**src/rtl/aes_avalon_ctrl.sv**
```systemverilog
// Avalon-MM register front-end for the AES decryption core: key/ciphertext holding
// registers, START/DONE sequencing and capture of the decrypted result.
module aes_avalon_ctrl #(
    parameter int unsigned DISP_WORD = 0
) (
    input  logic         CLK,
    input  logic         RESET_N,
    input  logic         AVL_CS,
    input  logic         AVL_READ,
    input  logic         AVL_WRITE,
    input  logic [3:0]   AVL_ADDR,
    input  logic [3:0]   AVL_BYTE_EN,
    input  logic [31:0]  AVL_WRITEDATA,
    output logic [31:0]  AVL_READDATA,
    output logic [127:0] AES_KEY,
    output logic [127:0] AES_MSG_ENC,
    output logic         AES_START,
    input  logic         AES_DONE,
    input  logic [127:0] AES_MSG_DEC,
    output logic [31:0]  EXPORT_DATA
);

    // Handshake: a bus transfer happens on any edge where AVL_CS is high together
    // with AVL_READ and/or AVL_WRITE; there is no wait-request, every transfer
    // completes in that cycle and read data appears one edge later.

    typedef enum logic [1:0] {ST_IDLE, ST_RUN, ST_DONE} state_t;

    localparam int unsigned DispIdx = 8 + DISP_WORD;

    state_t              state_q, state_d;
    logic [13:0][31:0]   regs_q, regs_d;
    logic                ctrl_q, ctrl_d;
    logic [31:0]         rdata_q, rdata_d;
    logic [31:0]         rd_word;
    logic                wr_en, rd_en;

    function automatic logic [31:0] merge_bytes(input logic [31:0] old_v,
                                                input logic [31:0] new_v,
                                                input logic [3:0]  be);
        logic [31:0] r;
        r = old_v;
        for (int i = 0; i < 4; i++) begin
            if (be[i]) r[8*i +: 8] = new_v[8*i +: 8];
        end
        return r;
    endfunction

    assign wr_en = AVL_CS & AVL_WRITE;
    assign rd_en = AVL_CS & AVL_READ;

    always_comb begin
        rd_word = '0;
        case (AVL_ADDR)
            4'd14:   rd_word = {31'd0, ctrl_q};
            4'd15:   rd_word = {30'd0, state_q == ST_RUN, state_q == ST_DONE};
            default: rd_word = regs_q[AVL_ADDR];
        endcase
    end

    always_comb begin
        state_d = state_q;
        regs_d  = regs_q;
        ctrl_d  = ctrl_q;
        rdata_d = rdata_q;

        // The read mux looks at the current registers, so a same-cycle write is not visible yet.
        if (rd_en) rdata_d = rd_word;

        if (wr_en) begin
            case (AVL_ADDR)
                4'd0, 4'd1, 4'd2, 4'd3, 4'd4, 4'd5, 4'd6, 4'd7: begin
                    if (state_q != ST_RUN)
                        regs_d[AVL_ADDR] = merge_bytes(regs_q[AVL_ADDR], AVL_WRITEDATA, AVL_BYTE_EN);
                end
                4'd12, 4'd13: begin
                    regs_d[AVL_ADDR] = merge_bytes(regs_q[AVL_ADDR], AVL_WRITEDATA, AVL_BYTE_EN);
                end
                4'd14: begin
                    if (state_q != ST_RUN && AVL_BYTE_EN[0]) begin
                        ctrl_d  = AVL_WRITEDATA[0];
                        state_d = AVL_WRITEDATA[0] ? ST_RUN : ST_IDLE;
                    end
                end
                default: ;
            endcase
        end

        if (state_q == ST_RUN && AES_DONE) begin
            regs_d[8]  = AES_MSG_DEC[127:96];
            regs_d[9]  = AES_MSG_DEC[95:64];
            regs_d[10] = AES_MSG_DEC[63:32];
            regs_d[11] = AES_MSG_DEC[31:0];
            state_d    = ST_DONE;
        end
    end

    always_ff @(posedge CLK or negedge RESET_N) begin
        if (!RESET_N) begin
            state_q <= ST_IDLE;
            regs_q  <= '0;
            ctrl_q  <= 1'b0;
            rdata_q <= '0;
        end else begin
            state_q <= state_d;
            regs_q  <= regs_d;
            ctrl_q  <= ctrl_d;
            rdata_q <= rdata_d;
        end
    end

    // START is decoded from the state register, so the async reset drops it at once.
    assign AES_START    = (state_q == ST_RUN);
    assign AVL_READDATA = rdata_q;
    assign AES_KEY      = {regs_q[0], regs_q[1], regs_q[2], regs_q[3]};
    assign AES_MSG_ENC  = {regs_q[4], regs_q[5], regs_q[6], regs_q[7]};
    assign EXPORT_DATA  = regs_q[DispIdx[3:0]];

endmodule

```
**config.mk**
```make
export PLATFORM = sky130hd
export DESIGN_NAME = aes_avalon_ctrl
export DESIGN_NICKNAME = d
export VERILOG_FILES = /design/src/rtl/aes_avalon_ctrl.sv
export SDC_FILE = /design/constraint.sdc
export NUM_CORES = 1
export LEC_CHECK = 0
export BUFFER_PORTS_ARGS = -buffer_cell sky130_fd_sc_hd__buf_2
export CORE_AREA = 2 2 260 262
export DETAILED_ROUTE_END_ITERATION = 16
export DIE_AREA = 0 0 262 264
export HOLD_SLACK_MARGIN = 0.03
export PLACE_DENSITY = 0.71
export SYNTH_ARGS = -nofsm -noshare
export SYNTH_HDL_FRONTEND = slang
export SYNTH_SLANG_ARGS = --single-unit
```
**constraint.sdc**
```tcl
create_clock -name CLK -period 4.3 [get_ports CLK]
set_input_delay 0.215 -clock CLK [delete_from_list [all_inputs] [get_ports CLK]]
set_output_delay 0.215 -clock CLK [all_outputs]
set_load 0.03 [all_outputs]
```
==> results.txt <==
----------------------------------------------------
[Clock tree]
  TritonCTS Sinks ... 483
  Number of clock buffers inserted by TritonCTS ... 54
  Number of setup buffers added after CTS ... 0
  Root buffer cell ... clkbuf_16
  Clk pin slew, worst setup/hold paths ... 0.07 ns
  Buffers from clock root to sink, at most ... 3
  Number of levels in the clock H-tree ... 2
  Skew-Pair Late Insertion Delay ... 0.61 ns
  CTS Hold Buffers Added ... 130
  TritonCTS clock tree ... built
  Quantity of gates resized following cts ... 0

[Setup path]
  Logic depth of the worst register-to-register path ... 6
  Setup Crit Path Kind ... flop to flop
  Endpoint required time on the critical path ... between 4 and 5 ns
  Arrival time of data at the critical path endpoint ... 3.18 ns
  Category of the worst setup path launch point ... flop
  Start point of the critical path ... state_q[1]
  FF-to-FF setup slack ... 1.56 ns
  Maximum fanout along the worst path ... 18
  Reg2reg end ... AES_KEY[124]
  Critical path endpoint category ... flop
  Reg2reg start ... state_q[1]

[Layout]
  FF/Latch Area ... approximately 0.012 mm2
  Multi-input gate area in the final layout ... 0.01103 mm2
  Number of fill cells in the layout ... 6014
  Fraction of final layout cells sized beyond drive strength 1 ... roughly 36%
  Total Nets Final ... 2641
  Final Core Density ... 45.41%
  Synthesis-to-layout area growth ... 15.02%

[Drt]
  Drt pass-1 iters ... 6
  Final ANT Viol Nets ... 0
  Overall via count from detail_route ... approximately 19000
  Average wire per cell in the routed design ... ~27 um
  Routed Wire Length ... approximately 90 mm
  First-iteration detailed-routing DRC count ... 1640
  Via density ... approximately 5.6
  Count of unresolved DRC violations after routing ... 0

[Yosys]
  Total of flip-flops plus latches after synthesis ... 483
  Area leader, netlist ... dfrtp_1
  Area fraction of the dominant cell type after synthesis ... 46.00%
  Leading register cell type out of synthesis ... dfrtp_1
  Cells after synthesis ... 2221
  Avg Cell Area, Syn ... 11.83 um2
  Cell Area, Synth ... 0.02628 mm2
  Part of the Yosys area used for sequential elements ... 46.00%
  Async set or reset register ratio after synthesis ... 100.0%
  Count of different cell masters after synthesis ... 42
  Ranking of synthesized cells by area ... dfrtp_1, mux2i_1, buf_4
  Count of flip-flops with a built-in enable after synthesis ... 0
  Total nets after synthesis ... 2395
  Synth warn ... 0

[Timing]
  Setup Total Neg Slack ... 0 ns
  Post-route setup slack ... roughly 1.6 ns
  Worst Clk Skew ... approximately 0.024 ns
  Number of pins with negative max-slew slack in the final report ... 0
  Final Critical Period ... approximately 2.7 ns
  Worst Max-Slew Pin Slew ... 1.342 ns
  Final Hold Fails ... 0
  Final Cycle Share ... 63.61%
  Maximum frequency from static timing analysis ... around 370 MHz
  Final number of setup-violating endpoints ... 0
  Rel. slew slack ... ~10%
  Unrepaired setup endpoints after global routing ... false

[Global routing]
  Via count of the first global-routing pass ... 19940
  All-layer global routing usage ... roughly 26%
  Number of antenna violations at the first check in global routing ... 8
  Maximum number of pins on one net before global-route repair ... 110
  First-pass GRT wire length ... between 100 and 150 mm
  Final global-route overflow total ... 0

[Power]
  PwrDens ... 591.9 mW/mm2
  Max IR drop VDD ... 0.3828 mV
  Leakage component of the power ... 13.82 nW

[Floorplanning]
  Die area ... between 0.06 and 0.07 mm2
  Vertical die dimension ... 264 um
  Placeable Area ... 0.06656 mm2
  Count of pins on the block boundary ... 495
  Starting density of the core ... between 30 and 40%
  Die boundary width ... 262 um
  Total number of placement rows ... 95

[Min path]
  Min-Delay Path Class ... input pin to flop
  Beginning of the worst hold path ... AVL_READ
  Depth of the worst hold-timing path ... 4
  Endpoint of the worst hold-timing path ... AVL_READDATA[0]

[Place]
  Pre-CTS setup slack ... 1.275 ns
  Final estimated routing congestion in global placement ... 0.8625
  Sum of net half-perimeters after detailed placement ... 61.99 mm
  Port buffer count ... 494

[Run]
  Number of max-cap violations ... 0

[Outcome]
  Outcome ... finished, final reports clean

----------------------------------------------------
stage by stage:
| step | hold WS [ns] | cells | cell area [um2] | total power, W |
|---|---|---|---|---|
| 2_1_floorplan | -0.08059 | 2221 | 26280 | 0.01170 |
| 3_3_place_gp | 0.2879 | 3154 | 27030 | 0.01266 |
| 3_5_place_dp | 0.3054 | 3154 | 27030 | 0.01286 |
| 4_1_cts | 0.04199 | 3383 | 30220 | 0.01792 |
| 5_1_grt | 0.1139 | 3384 | 30220 | 0.01868 |
| 6_report | 0.07232 | 3385 | 30220 | 0.01789 |
metal layers:
layer / track usage, % / part of all wire (%) / up-vias
met3: 6.976 / 9.2 / 196
met5: 0 / 0.052 / -
met2: 40.45 / 47 / 933
met4: 7.497 / 3.0 / 8
met1: 34.13 / 41 / 9827
li1: - / - / 8152
final cells by class:
type                            instances  share of cell area [%]
Inverter                                2                 0.02484
Timing Repair Buffer                  659                   13.60
Antenna cell                            2                 0.01656
Clock buffer                           77                   5.233
Multi-Input combinational cell       1267                   36.50
Sequential cell                       483                   39.99
Tap cell                              873                   3.614
Clock inverter                         22                   1.014
layout by cell type, fill, tap and decap left out, types with 5 or more instances in the layout:
cell	count
a21oi_2	32
o21ai_0	32
mux4_2	64
a31oi_1	33
o22ai_1	34
clkinv_2	9
clkbuf_1	12
buf_2	490
mux2i_1	448
mux2_2	128
a21oi_1	288
clkinv_4	5
bufinv_16	7
nor2_1	86
nand2b_1	34
clkbuf_8	8
or2_2	32
nor2_4	8
dlygate4sd3_1	130
dfrtp_1	483
buf_4	32
clkbuf_16	57
worst max-delay path, stage by stage (launching register included):
cell and delay [ns]:
dfrtp_1 0.36, nand2b_1 0.20, inv_2 0.25, nor4b_4 0.30, buf_4 0.44, nor2b_1 0.84
a21oi_1 0.17
logic make-up (layout without fill, tap and decap cells):
family,after synthesis,in the layout,share of synthesized area [%]
flip-flops,483,483,46.00
AO/OA/AOI/OAI,420,420,8.785
multiplexers,640,640,28.04
buffers and inverters,471,760,12.10
other,0,2,0
AND/OR/NAND/NOR,207,207,5.081
cell usage after synthesis (2+ instances only):
master and n:
dfrtp_1 483, mux2i_1 448, buf_4 309, a21oi_1 288
mux2_2 128, buf_2 91, nor2_1 86, mux4_2 64
clkbuf_1 53, nand2b_1 34, o22ai_1 34, a31oi_1 33
a21oi_2 32, o21ai_0 32, or2_2 32, buf_6 14
nor2_4 8, nand2_1 6, nor2_2 4, nor2_8 4
nor2b_1 4, and3_1 3, nand3_1 3, nor4_4 3
or4_4 3, buf_12 2, nand3b_1 2, nand4b_1 2
nor4b_4 2, or4b_4 2
sequential cells by signal (all words and copies together) (netlist names):
name / cells
AES_KEY: 128
regs_q: 160
AES_MSG_ENC: 128
AVL_READDATA: 32
EXPORT_DATA: 32
ctrl_q: 1
state_q: 2
worst max path at each step:
stage                                  end  cells past startpoint
after floorplan             AES_MSG_ENC[0]                      6
after global placement    AVL_READDATA[27]                      5
after detailed placement  AVL_READDATA[28]                      5
after CTS                     AES_KEY[124]                      6
after global routing          AES_KEY[125]                      6
final                         AES_KEY[124]                      6
where the power goes:
group / total [W] / internal (W) / switching [W]
sequential: 0.00699 / 0.00591 / 0.00108
combinational: 0.00596 / 0.00214 / 0.00382
clock: 0.00494 / 0.00297 / 0.00196
Power figures use the tool's default switching activity.
